==> src/rtl/pwm_ramp_ctrl_if.sv <==
// APB-style register bus, used both for the processor port and the PWM write port.
interface pwm_ramp_ctrl_if;
  logic       PSEL;
  logic       PWrite;
  logic [7:0] PADDR;
  logic [7:0] PWDATA;
  logic [7:0] PRDATA;

  modport master (output PSEL, PWrite, PADDR, PWDATA, input PRDATA);
  modport slave  (input PSEL, PWrite, PADDR, PWDATA, output PRDATA);
endinterface

==> src/rtl/pwm_ramp_ctrl.sv <==
// Duty-cycle ramp sequencer: steps the PWM duty one count per programmed interval
// from its current value to a target, for soft-start/soft-stop of PWM loads.
module pwm_ramp_ctrl #(
  parameter int DUTY_MAX = 10,
  parameter int STEP_W   = 16
) (
  input  logic            PCLK,
  input  logic            PRESETn,
  pwm_ramp_ctrl_if.slave  apb,
  pwm_ramp_ctrl_if.master pwm,
  output logic            BUSY,
  output logic            DONE
);

  localparam logic [3:0] DUTY_LIM  = 4'(DUTY_MAX);
  localparam logic [3:0] DUTY_RST  = 4'd5;
  localparam logic [7:0] A_CTRL    = 8'h00;
  localparam logic [7:0] A_TARGET  = 8'h01;
  localparam logic [7:0] A_STEP_LO = 8'h02;
  localparam logic [7:0] A_STEP_HI = 8'h03;
  localparam logic [7:0] A_STATUS  = 8'h04;

  typedef enum logic [1:0] {S_IDLE, S_WAIT, S_WRITE} state_t;

  state_t            state_q, state_d;
  logic              en_q;
  logic [3:0]        target_q;
  logic [15:0]       step_q;
  logic [3:0]        cur_q, cur_d;
  logic [STEP_W-1:0] cnt_q, cnt_d, interval;
  logic              done_q, done_d;
  logic              m_sel_q, m_sel_d;
  logic [3:0]        m_duty_q, m_duty_d;
  logic              wr_en, go_start;
  logic [3:0]        step_toward;
  logic [7:0]        rdata;

  assign wr_en    = apb.PSEL && apb.PWrite;
  // GO only starts a ramp when the same CTRL write also leaves EN set.
  assign go_start = wr_en && (apb.PADDR == A_CTRL) && apb.PWDATA[1] && apb.PWDATA[0];
  assign interval = (step_q == 16'd0) ? STEP_W'(1) : STEP_W'(step_q);
  // Direction is re-evaluated at every step so a mid-ramp TARGET change just steers.
  assign step_toward = (target_q > cur_q) ? cur_q + 4'd1 : cur_q - 4'd1;

  // NOTE: sequential state uses non-blocking assignments so every register
  // samples pre-edge values regardless of statement order.
  always_ff @(posedge PCLK or posedge PRESETn) begin
    if (PRESETn) begin
      en_q     <= 1'b0;
      target_q <= DUTY_RST;
      step_q   <= '0;
    end else if (wr_en) begin
      case (apb.PADDR)
        A_CTRL:    en_q         <= apb.PWDATA[0];
        A_TARGET:  target_q     <= (apb.PWDATA[3:0] > DUTY_LIM) ? DUTY_LIM : apb.PWDATA[3:0];
        A_STEP_LO: step_q[7:0]  <= apb.PWDATA;
        A_STEP_HI: step_q[15:8] <= apb.PWDATA;
        default:   ;
      endcase
    end
  end

  always_ff @(posedge PCLK or posedge PRESETn) begin
    if (PRESETn) begin
      state_q  <= S_IDLE;
      cur_q    <= DUTY_RST;
      cnt_q    <= '0;
      done_q   <= 1'b0;
      m_sel_q  <= 1'b0;
      m_duty_q <= '0;
    end else begin
      state_q  <= state_d;
      cur_q    <= cur_d;
      cnt_q    <= cnt_d;
      done_q   <= done_d;
      m_sel_q  <= m_sel_d;
      m_duty_q <= m_duty_d;
    end
  end

  // NOTE: every output of this block gets a default first, so no path can
  // leave a signal unassigned and infer a latch.
  always_comb begin
    state_d  = state_q;
    cur_d    = cur_q;
    cnt_d    = cnt_q;
    done_d   = 1'b0;
    m_sel_d  = 1'b0;
    m_duty_d = '0;
    case (state_q)
      S_IDLE: begin
        if (go_start) begin
          if (cur_q == target_q) begin
            done_d = 1'b1;
          end else begin
            state_d = S_WAIT;
            cnt_d   = interval;
          end
        end
      end
      S_WAIT: begin
        if (!en_q) begin
          state_d = S_IDLE;
        end else if (cnt_q <= STEP_W'(1)) begin
          if (cur_q == target_q) begin
            state_d = S_IDLE;
            done_d  = 1'b1;
          end else begin
            state_d  = S_WRITE;
            m_sel_d  = 1'b1;
            m_duty_d = step_toward;
          end
        end else begin
          cnt_d = cnt_q - STEP_W'(1);
        end
      end
      S_WRITE: begin
        // The PWM write is on the bus this cycle, so CUR tracks it unconditionally.
        cur_d = m_duty_q;
        if (!en_q) begin
          state_d = S_IDLE;
        end else if (m_duty_q == target_q) begin
          state_d = S_IDLE;
          done_d  = 1'b1;
        end else begin
          state_d = S_WAIT;
          cnt_d   = interval;
        end
      end
      default: state_d = S_IDLE;
    endcase
  end

  assign BUSY       = (state_q != S_IDLE);
  assign DONE       = done_q;
  assign pwm.PSEL   = m_sel_q;
  assign pwm.PWrite = m_sel_q;
  assign pwm.PADDR  = 8'h00;
  assign pwm.PWDATA = {4'b0000, m_duty_q};

  always_comb begin
    rdata = '0;
    if (apb.PSEL && !apb.PWrite) begin
      case (apb.PADDR)
        A_CTRL:    rdata = {7'd0, en_q};
        A_TARGET:  rdata = {4'd0, target_q};
        A_STEP_LO: rdata = step_q[7:0];
        A_STEP_HI: rdata = step_q[15:8];
        A_STATUS:  rdata = {cur_q, 3'b000, BUSY};
        default:   rdata = '0;
      endcase
    end
  end

  assign apb.PRDATA = rdata;

endmodule

==> src/flat_wrapper.sv <==
// flat-port wrapper written by rule: the top's interface ports become plain ports
module pwm_ramp_ctrl_flat 
#(
  parameter int DUTY_MAX = 10,
  parameter int STEP_W   = 16
)
  (PCLK, PRESETn, BUSY, DONE, apb_PSEL, apb_PWrite, apb_PADDR, apb_PWDATA, apb_PRDATA, pwm_PSEL, pwm_PWrite, pwm_PADDR, pwm_PWDATA, pwm_PRDATA);
  pwm_ramp_ctrl_if apb_i ();
  pwm_ramp_ctrl_if pwm_i ();
  input  logic PCLK;
  input  logic PRESETn;
  output logic BUSY;
  output logic DONE;
  input wire logic [$bits(apb_i.PSEL)-1:0] apb_PSEL;
  input wire logic [$bits(apb_i.PWrite)-1:0] apb_PWrite;
  input wire logic [$bits(apb_i.PADDR)-1:0] apb_PADDR;
  input wire logic [$bits(apb_i.PWDATA)-1:0] apb_PWDATA;
  output wire logic [$bits(apb_i.PRDATA)-1:0] apb_PRDATA;
  output wire logic [$bits(pwm_i.PSEL)-1:0] pwm_PSEL;
  output wire logic [$bits(pwm_i.PWrite)-1:0] pwm_PWrite;
  output wire logic [$bits(pwm_i.PADDR)-1:0] pwm_PADDR;
  output wire logic [$bits(pwm_i.PWDATA)-1:0] pwm_PWDATA;
  input wire logic [$bits(pwm_i.PRDATA)-1:0] pwm_PRDATA;
  assign apb_i.PSEL = apb_PSEL;
  assign apb_i.PWrite = apb_PWrite;
  assign apb_i.PADDR = apb_PADDR;
  assign apb_i.PWDATA = apb_PWDATA;
  assign apb_PRDATA = apb_i.PRDATA;
  assign pwm_PSEL = pwm_i.PSEL;
  assign pwm_PWrite = pwm_i.PWrite;
  assign pwm_PADDR = pwm_i.PADDR;
  assign pwm_PWDATA = pwm_i.PWDATA;
  assign pwm_i.PRDATA = pwm_PRDATA;
  pwm_ramp_ctrl #(.DUTY_MAX(DUTY_MAX), .STEP_W(STEP_W)) u_core (.PCLK(PCLK), .PRESETn(PRESETn), .apb(apb_i), .pwm(pwm_i), .BUSY(BUSY), .DONE(DONE));
endmodule
==> config.mk <==
export PLATFORM = sky130hd
export DESIGN_NAME = pwm_ramp_ctrl_flat
export DESIGN_NICKNAME = d
export VERILOG_FILES = /design/src/rtl/pwm_ramp_ctrl_if.sv /design/src/rtl/pwm_ramp_ctrl.sv /design/src/flat_wrapper.sv
export SDC_FILE = /design/constraint.sdc
export NUM_CORES = 1
export LEC_CHECK = 0
export ABC_AREA = 1
export BUFFER_PORTS_ARGS = -buffer_cell sky130_fd_sc_hd__buf_2
export CAP_MARGIN = 15
export CORE_MARGIN = 1
export CORE_UTILIZATION = 48
export CTS_CLUSTER_DIAMETER = 30
export CTS_CLUSTER_SIZE = 12
export DETAILED_ROUTE_END_ITERATION = 12
export HOLD_SLACK_MARGIN = 0.03
export MAX_ROUTING_LAYER = met4
export PLACE_DENSITY_LB_ADDON = 0.3
export SKIP_CTS_REPAIR_TIMING = 1
export SLEW_MARGIN = 15
export SYNTH_ARGS = -nofsm -noshare
export SYNTH_HDL_FRONTEND = slang
export SYNTH_SLANG_ARGS = --single-unit
==> constraint.sdc <==
create_clock -name PCLK -period 3.1 [get_ports PCLK]
set_input_delay 0.62 -clock PCLK [delete_from_list [all_inputs] [get_ports PCLK]]
set_output_delay 0.62 -clock PCLK [all_outputs]
set_load 0.05 [all_outputs]
Yosys cells after proc, flatten, opt, wreduce, memory -nomap -nowiden. Index checks and enable logic that the tools add are counted.

Muxes and demuxes: 35. Reductions and logical operators: 17. Equality and inequality tests: 15. Magnitude comparators: 3. $add $sub $neg: 3.

Operator list (number): 16-bit 2-to-1 mux (7); 16-bit case mux with 3 select lines (1); 8-bit case mux with 5 select lines (1); 4-bit 2-to-1 mux (6); 8-bit by 2-bit == test with 1-bit output, second input constant (2); 16-bit by 1-bit <= comparator with 1-bit output, second input constant (1); 16-bit zero test (1); 16-bit by 1-bit subtractor with 16-bit output, second input constant (1); 2-bit 2-to-1 mux (6); 1-bit 2-to-1 mux (11); 4-bit == test (2); 8-bit by 1-bit == test with 1-bit output, second input constant (1); 8-bit by 3-bit == test with 1-bit output, second input constant (1); 8-bit zero test (1); 8-bit 2-to-1 mux (1); 2-bit AND reduction (4); 7-bit AND reduction (1); 2-bit by 1-bit inequality test with 1-bit output, second input constant (3); 2-bit inequality test, second input constant (3); 2-bit case mux with 3 select lines (1); 1-bit logical AND (5); 4-bit by 1-bit adder with 4-bit output, second input constant (1); 4-bit greater-than comparator (1); 4-bit greater-than comparator, second input constant (1); other kinds (10) (10).

Register bits: 49. Output and inout bits: 28. Logic and storage cells: 83. Bits of input ports: 28.

Logic depth before layout (Yosys ltp). Gate-level depths: netlist (run 1).

Depth after elaboration: 6. Depth in mapped cells: 14. Depth with buffers taken out: 14.

Worst setup path before layout (run 1). Ideal clock, no wire load.

Kind: input-to-output. Start point: input apb_PADDR[7]. End point: output apb_PRDATA[0]. Path buffers: 0. Stages on the path: 7. Data required time: 2.480 ns. Slack: 0.287 ns. Data arrival time: 2.193 ns. Path through: nor2_1 -> nand2_1 -> inv_2 -> nand4_1 -> nand3_1 -> nand3b_1 -> a21oi_1.

Cells in the longest elaborated chain, start to end: 3. Elaborated cells on any way between the ends: 7. Classes of those cells: 4 x eq/ne; 2 x mux; 1 x reduce/logical.

Ends and longest elaborated chain: start, declared (line flat_wrapper.sv:16) `input wire logic [$bits(apb_i.PADDR)-1:0] apb_PADDR;`; 8-bit by 3-bit == test with 1-bit output, or another cell as far along (line pwm_ramp_ctrl.sv:144) `case (apb.PADDR)`; 8-bit case mux with 5 select lines (*) (line pwm_ramp_ctrl.sv:144); 8-bit 2-to-1 mux (*) (line pwm_ramp_ctrl.sv:143) `if (apb.PSEL && !apb.PWrite) begin`; end, declared (line flat_wrapper.sv:18) `output wire logic [$bits(apb_i.PRDATA)-1:0] apb_PRDATA;`.

Mark *: on every way between the ends. The rest lies on a longest branch, timed or not.

Worst setup path after layout (run 1).
Start point: register u_core.cur_q[2]. End point: register u_core.m_duty_q[3].

Cells in the longest elaborated chain, start to end: 6. Elaborated cells on any way between the ends: 9. Classes of those cells: 2 x add/sub; 1 x order compare; 1 x eq/ne; 5 x mux.

Ends and longest elaborated chain: start, declared (line pwm_ramp_ctrl.sv:29) `logic [3:0] cur_q, cur_d;`; start signal, assigned (line pwm_ramp_ctrl.sv:73) `cur_q <= cur_d;`; 4-bit by 1-bit subtractor with 4-bit output, or another cell as far along (line pwm_ramp_ctrl.sv:43) `assign step_toward = (target_q > cur_q) ? cur_q + 4'd1 : cur_q - 4'd1;`; 4-bit 2-to-1 mux (line pwm_ramp_ctrl.sv:43); 4-bit 2-to-1 mux (*) (line pwm_ramp_ctrl.sv:105) `if (cur_q == target_q) begin`; 4-bit 2-to-1 mux (*) (line pwm_ramp_ctrl.sv:104) `end else if (cnt_q <= STEP_W'(1)) begin`; 4-bit 2-to-1 mux (*) (line pwm_ramp_ctrl.sv:102) `if (!en_q) begin`; 4-bit 2-to-1 mux (*) (line pwm_ramp_ctrl.sv:90) `case (state_q)`; named net u_core.m_duty_d[3] (line pwm_ramp_ctrl.sv:33) `logic [3:0] m_duty_q, m_duty_d;`; end signal, assigned (line pwm_ramp_ctrl.sv:77) `m_duty_q <= m_duty_d;`; end, declared (line pwm_ramp_ctrl.sv:33).

Mark *: on every way through the listed nets, which the timed path passes. The rest lies on a longest branch. A chain may end at the register's enable or synchronous reset.

==> results.md, run 1 <==
- Pwr Total: 2.58 mW
- Placed cell count: 619
- Mapped Area: 3390 µm²
- GRT Total Usage: 0.240
- Root Buffer: clkbuf_8
- CP Class: flip-flop to flip-flop
- RePlAce Congestion: 0.925
- Slew HR: 0.419
- Antenna cells: 0
- Mean Syn Cell Area: around 6.8 µm²
- Share of cells above drive strength 1: 0.130
- CTS clk-pin slew, worst paths: about 0.090 ns
- Async set-reset flop share out of synthesis: 1.00
- Pwr dens: around 690 nW/µm²
- Commonest non-fill, non-tap cells in the layout: 161 x nand2_1, 58 x nor2_1, 56 x inv_1
- Crit-path cells: inv_1, ha_1, nand2_1, inv_1, nand3_1, inv_1, a21oi_4, inv_1, ha_1, a21oi_1, nand2_1, xor2_1, or2_2, a21oi_1
- Commonest non-fill, non-tap cell in the layout: nand2_1
- Fmax: 349 MHz
- CTS tree: yes
- RSZ-0062 raised after global routing: no
- DR iter-0 viols: about 230
- Yosys reg bits: 49
- Final Skew: 0.00830 ns
- Die width: 86 µm
- Pre-CTS WS: 0.158 ns
- Fillers: 680
- Starting density of the core: 0.499
- Average routed wire per standard cell: 12.7 µm
- Vias in the first global route: 2925
- Crit path top cell by count: inv_1
- Clk sink count: 49
- Net count, final: roughly 570
- Cell taking the most area after synthesis: dfrtp_1
- DRC viols: 0
- Min-Delay Path Class: input port to async pin
- DP Area: 3570 µm²
- Layout Utilization: 0.548
- Cell Rows: 30
- Post-synthesis sequential area ratio: 0.364
- Initial antenna violation count: 0
- Worst Path Arrival: ~3.1 ns
- Core Area: 6790 µm²
- Max Slew Vio Count: 0
- Max IR drop VDD: between 0.2 and 0.3 mV
- Pre-antenna DRT Iters: 4
- First-pass GRT wire length: 13500 µm
- DR vias: 3165
- Fin crit share: 0.925
- Yosys Warn Count: 0
- Setup TNS: 0 ns
- DRT Wirelength: 7970 µm
- Avg Vias per Cell: a little over 5
- Die ar.: roughly 7400 µm²
- Non-filler cells, final: roughly 630
- Die Y-Extent: 86 µm
- Area fraction of the dominant cell type after synthesis: 0.332
- CP max FO: 4
- Slowest-stage cell, CP: dfstp_2
- Pin slew with the least headroom to its limit: 0.872 ns
- GRT overflow: 0
- Hold WS: around 0.43 ns
- Final Hold Viols: 0
- Clk buf depth: 2
- Synth cell types: 35
- DRT antenna net count: 0
- Synthesized instance count: roughly 500
- Slowest stage delay, CP: 0.56 ns
- Main synth FF type: dfrtp_1
- CP endpoint kind: flip-flop
- Area grow syn2layout: 9.97%
- Fin area: 3720 µm²
- Post-DP HPWL: between 5000 and 6000 µm
- P_leak: 2.02 nW
- Final setup fails: 0
- Final setup margin: 0.232 ns
- Register-to-register setup slack: 0.23 ns
- Total of max-cap violations: 0
- Min Tclk post-route: 2.87 ns
- EDFF count, synth: 0
- R2r worst-path depth: 14
- Total I/O pin count: 56
- CTS H-tree lvls: 2
- Crit path required time: about 3.3 ns
- Outcome: finished, final reports clean
- Main area contributors after synthesis: dfrtp_1 33%, nand2_1 18%, nand3_1 6.8%
- Largest net degree at the start of global routing: 50
- Port Buffers: 35
- Num CTS Buffers: 5
- Setup crit start kind: flip-flop
- Worst skew pair latency: ~0.31 ns
==> final cells by class <==
type / count / area, µm² / area share
sequential: 49 / 1230 / 0.331
timing repair buffer: 36 / 183 / 0.0490
tap: 96 / 120 / 0.0322
clock inverter: 3 / 68.8 / 0.0185
clock buffer: 5 / 68.8 / 0.0185
inverter: 59 / 223 / 0.0598
multi-input combinational: 379 / 1830 / 0.491
==> synthesized netlist by cell type (2+ instances only) <==
master,count
a21oi_1,14
a31oi_1,2
buf_2,5
buf_4,13
clkbuf_1,2
dfrtp_1,45
dfstp_2,4
ha_1,13
inv_1,57
inv_2,2
nand2_1,161
nand2_2,5
nand3_1,46
nand4_1,5
nor2_1,58
nor2_2,5
nor3_1,3
o21ai_0,35
o21bai_1,2
o22ai_1,2
or2_2,2
xor2_1,4
==> per-layer routing <==
layer,part of all wire,up-vias,track usage
li1,-,1613,-
met1,0.47,1443,0.323
met2,0.46,95,0.368
met3,0.050,14,0.0395
met4,0.018,0,0.0803
met5,0,-,-
==> critical path, delay by kind of cell (launching register included) <==
kind	cells	cell delay, ns
xor+xnor	1	0.16
buf+inv	4	0.34
flops	1	0.56
fa+ha+maj	2	0.60
compound gates	3	0.52
simple gates	4	0.59
==> logic make-up (layout without fill, tap and decap cells) <==
logic type      Yosys count  after routing  synth area share
other cells               1             12           0.00111
compound gates           58             58            0.0912
flops                    49             49             0.364
xor+xnor                  4              4            0.0103
fa+ha+maj                14             14            0.0539
buf+inv                  81            103             0.112
simple gates            291            291             0.368
==> power by group <==
group	leakage [nW]	internal, mW	switching, mW
logic	1.29	0.369	0.809
registers	0.657	0.728	0.109
clock network	0.0687	0.325	0.235
total	2.02	1.42	1.15
==> flip-flops by register name (all words and copies together), names as in the netlist <==
register and count:
u_core.m_duty_q 4, u_core.state_q 2, u_core.step_q 16, u_core.DONE 1
u_core.cur_q 4, u_core.en_q 1, u_core.pwm.PSEL 1, u_core.target_q 4
u_core.cnt_q 16
==> path summary, 6_finish.rpt <==
| kind | from | end |
|---|---|---|
| setup / recovery | u_core.cur_q[2] | u_core.m_duty_q[3] |
| hold / removal | PRESETn | u_core.DONE |
| setup reg to reg | u_core.cur_q[2] | u_core.m_duty_q[3] |
| hold reg to reg | u_core.step_q[9] | u_core.step_q[9] |
| max in group asynchronous | PRESETn | u_core.cur_q[3] |
| min in group PCLK | u_core.step_q[9] | u_core.step_q[9] |
(Power assumes the default switching activity.)
==> inputs of run 2 (changes only) <==
CORE_MARGIN = 8   (was 1)
GPL_ROUTABILITY_DRIVEN = 0   (was unset)
==> run 2 against run 1 <==
- maximum frequency grew 1.2%
- worst hold slack gained 0.0083 ns
- clock skew grew 0.0046 ns
- critical path type unchanged
- largest cell class unchanged
==> results.md, run 2 (synthesis results as in run 1) <==
- Outcome: finished, final reports clean (unchanged)
- CTS clk-pin slew, worst paths: 0.10 ns (was 0.09 ns)
- Power share of the clock group: 0.170 (was 0.218)
- Final Skew: 0.0129 ns (was 0.00830 ns)
- Avg Vias per Cell: 5.04 (was 5.05)
- Starting density of the core: 0.496 (was 0.499)
- Worst skew pair latency: 0.31 ns (about the same)
- Pwr dens: 657 nW/µm² (was 692 nW/µm²)
- DRT Wirelength: 8240 µm (was 7970 µm)
- Antenna cells: 0 (unchanged)
- Max Slew Vio Count: 0 (unchanged)
- Final setup fails: 0 (unchanged)
- Post-DP HPWL: 6270 µm (was 5940 µm)
- Clk buf depth: 2 (unchanged)
- GRT Total Usage: 0.176 (was 0.240)
- Root Buffer: clkbuf_8 (unchanged)
- Net count, final: 573 (was 572)
- CTS H-tree lvls: 2 (unchanged)
- Min-Delay Path Class: input port to async pin (unchanged)
- Largest net degree at the start of global routing: 50 (unchanged)
- CP Class: flip-flop to flip-flop (unchanged)
- DRC viols: 0 (unchanged)
- Vias in the first global route: 3097 (was 2925)
- Die Y-Extent: 100 µm (was 86 µm)
- CTS tree: yes (unchanged)
- Max IR drop VDD: 0.269 mV (was 0.263 mV)
- WL met2: 3830 µm (was 3690 µm)
- Switching Fraction: 0.472 (was 0.448)
- Port Buffers: 35 (unchanged)
- Logic pwr share: 0.483 (was 0.458)
- Crit path required time: 3.32 ns (about the same)
- Post-Route M1 WL: 3970 µm (was 3730 µm)
- CP max FO: 4 (unchanged)
- Setup crit start kind: flip-flop (unchanged)
- DRT antenna net count: 0 (unchanged)
- Top routing layer in use: met4 (unchanged)
- NetSw: 1.14 mW (was 1.15 mW)
- Average routed wire per standard cell: 13.1 µm (was 12.7 µm)
- Pre-antenna DRT Iters: 4 (unchanged)
- Num CTS Buffers: 5 (unchanged)
- Total of max-cap violations: 0 (unchanged)
- DR vias: 3167 (was 3165)
- Worst Path Arrival: 3.06 ns (was 3.09 ns)
- Die width: 100 µm (was 86 µm)
- Hold WS: 0.442 ns (was 0.433 ns)
- Routed length on met3: 361 µm (was 400 µm)
- Pint: 1.28 mW (was 1.42 mW)
- Top flop regs: u_core.cnt_q x16, u_core.step_q x16 (unchanged)
- Setup TNS: 0 ns (unchanged)
- Core Area: 6830 µm² (was 6790 µm²)
- Slew HR: 0.442 (was 0.419)
- RSZ-0062 raised after global routing: no (unchanged)
- Final Hold Viols: 0 (unchanged)
- Clk sink count: 49 (unchanged)
- CP endpoint kind: flip-flop (unchanged)
- Fmax: 353 MHz (was 349 MHz)
- Die ar.: 10000 µm² (was 7400 µm²)
- Commonest non-fill, non-tap cells in the layout: 161 x nand2_1, 58 x nor2_1, 56 x inv_1 (unchanged)
- DR iter-0 viols: 179 (was 232)
- Fillers: 713 (was 680)
- Total I/O pin count: 56 (unchanged)
- First-pass GRT wire length: 14100 µm (was 13500 µm)
- R2r worst-path depth: 14 (unchanged)
- Min Tclk post-route: 2.83 ns (was 2.87 ns)
- Share of cells above drive strength 1: 0.132 (was 0.130)
- Cell Rows: 30 (unchanged)
- Area grow syn2layout: 8.76% (was 9.97%)
- Sequential Power Share: 0.346 (was 0.325)
- Pin slew with the least headroom to its limit: 0.836 ns (was 0.872 ns)
- Commonest non-fill, non-tap cell in the layout: nand2_1 (unchanged)
- P_leak: 2.01 nW (was 2.02 nW)
- GRT overflow: 0 (unchanged)
- Fin crit share: 0.914 (was 0.925)
- Initial antenna violation count: 0 (unchanged)
## run 2: area by class of cell
| cell class | instances | area, µm² | area share |
|---|---|---|---|
| Multi-Input combinational cell | 379 | 1820 | 0.495 |
| Sequential cell | 49 | 1230 | 0.334 |
| Inverter | 59 | 223 | 0.0605 |
| Timing Repair Buffer | 37 | 190 | 0.0516 |
| Tap cell | 96 | 120 | 0.0326 |
| Clock buffer | 6 | 82.6 | 0.0224 |
| Clock inverter | 2 | 13.8 | 0.00374 |
## run 2: per-layer routing
metal,vias up,global-route usage
met5,-,-
met4,0,0.0512
met3,6,0.0249
met2,85,0.288
met1,1465,0.220
li1,1611,-
## run 2: path summary, 6_finish.rpt
check                                 from                 end  slack [ns]
setup / recovery           u_core.cur_q[2]  u_core.m_duty_q[3]        0.27
setup reg to reg           u_core.cur_q[2]  u_core.m_duty_q[3]        0.27
max in group asynchronous          PRESETn    u_core.step_q[8]        2.15
min in group PCLK          u_core.cnt_q[1]     u_core.cnt_q[1]        0.52
hold reg to reg            u_core.cnt_q[1]     u_core.cnt_q[1]        0.52
hold / removal                     PRESETn     u_core.cnt_q[3]        0.44
## run 2: per-stage QoR
step	power (mW)	worst slack, ns	instances	area [µm²]	util
after global placement	1.98	0.286	620	3580	0.524
after detailed placement	2.01	0.167	620	3580	0.524
after floorplan	1.81	0.287	509	3430	-
after global routing	2.63	0.0432	628	3680	0.539
after CTS	2.42	0.141	628	3680	0.538
final	2.42	0.266	628	3680	0.539
## run 2: worst max-delay path, cell delays in order (launching register included)
cell and delay [ns]:
dfstp_2 0.55, inv_1 0.06, ha_1 0.28, nand2_1 0.07, inv_1 0.05, nand3_1 0.13, inv_1 0.13, a21oi_2 0.22
inv_1 0.09, ha_1 0.33, a21oi_1 0.17, nand2_1 0.08, xor2_1 0.15, or2_2 0.30, a21oi_1 0.13
## run 2: power groups by stage
stage,Sequential [mW],Combinational (mW),Clock [mW]
3_3_place_gp,0.844,1.13,0
5_1_grt,0.851,1.33,0.443
3_5_place_dp,0.848,1.16,0
6_report,0.838,1.17,0.412
2_1_floorplan,0.819,0.994,0
4_1_cts,0.835,1.17,0.420
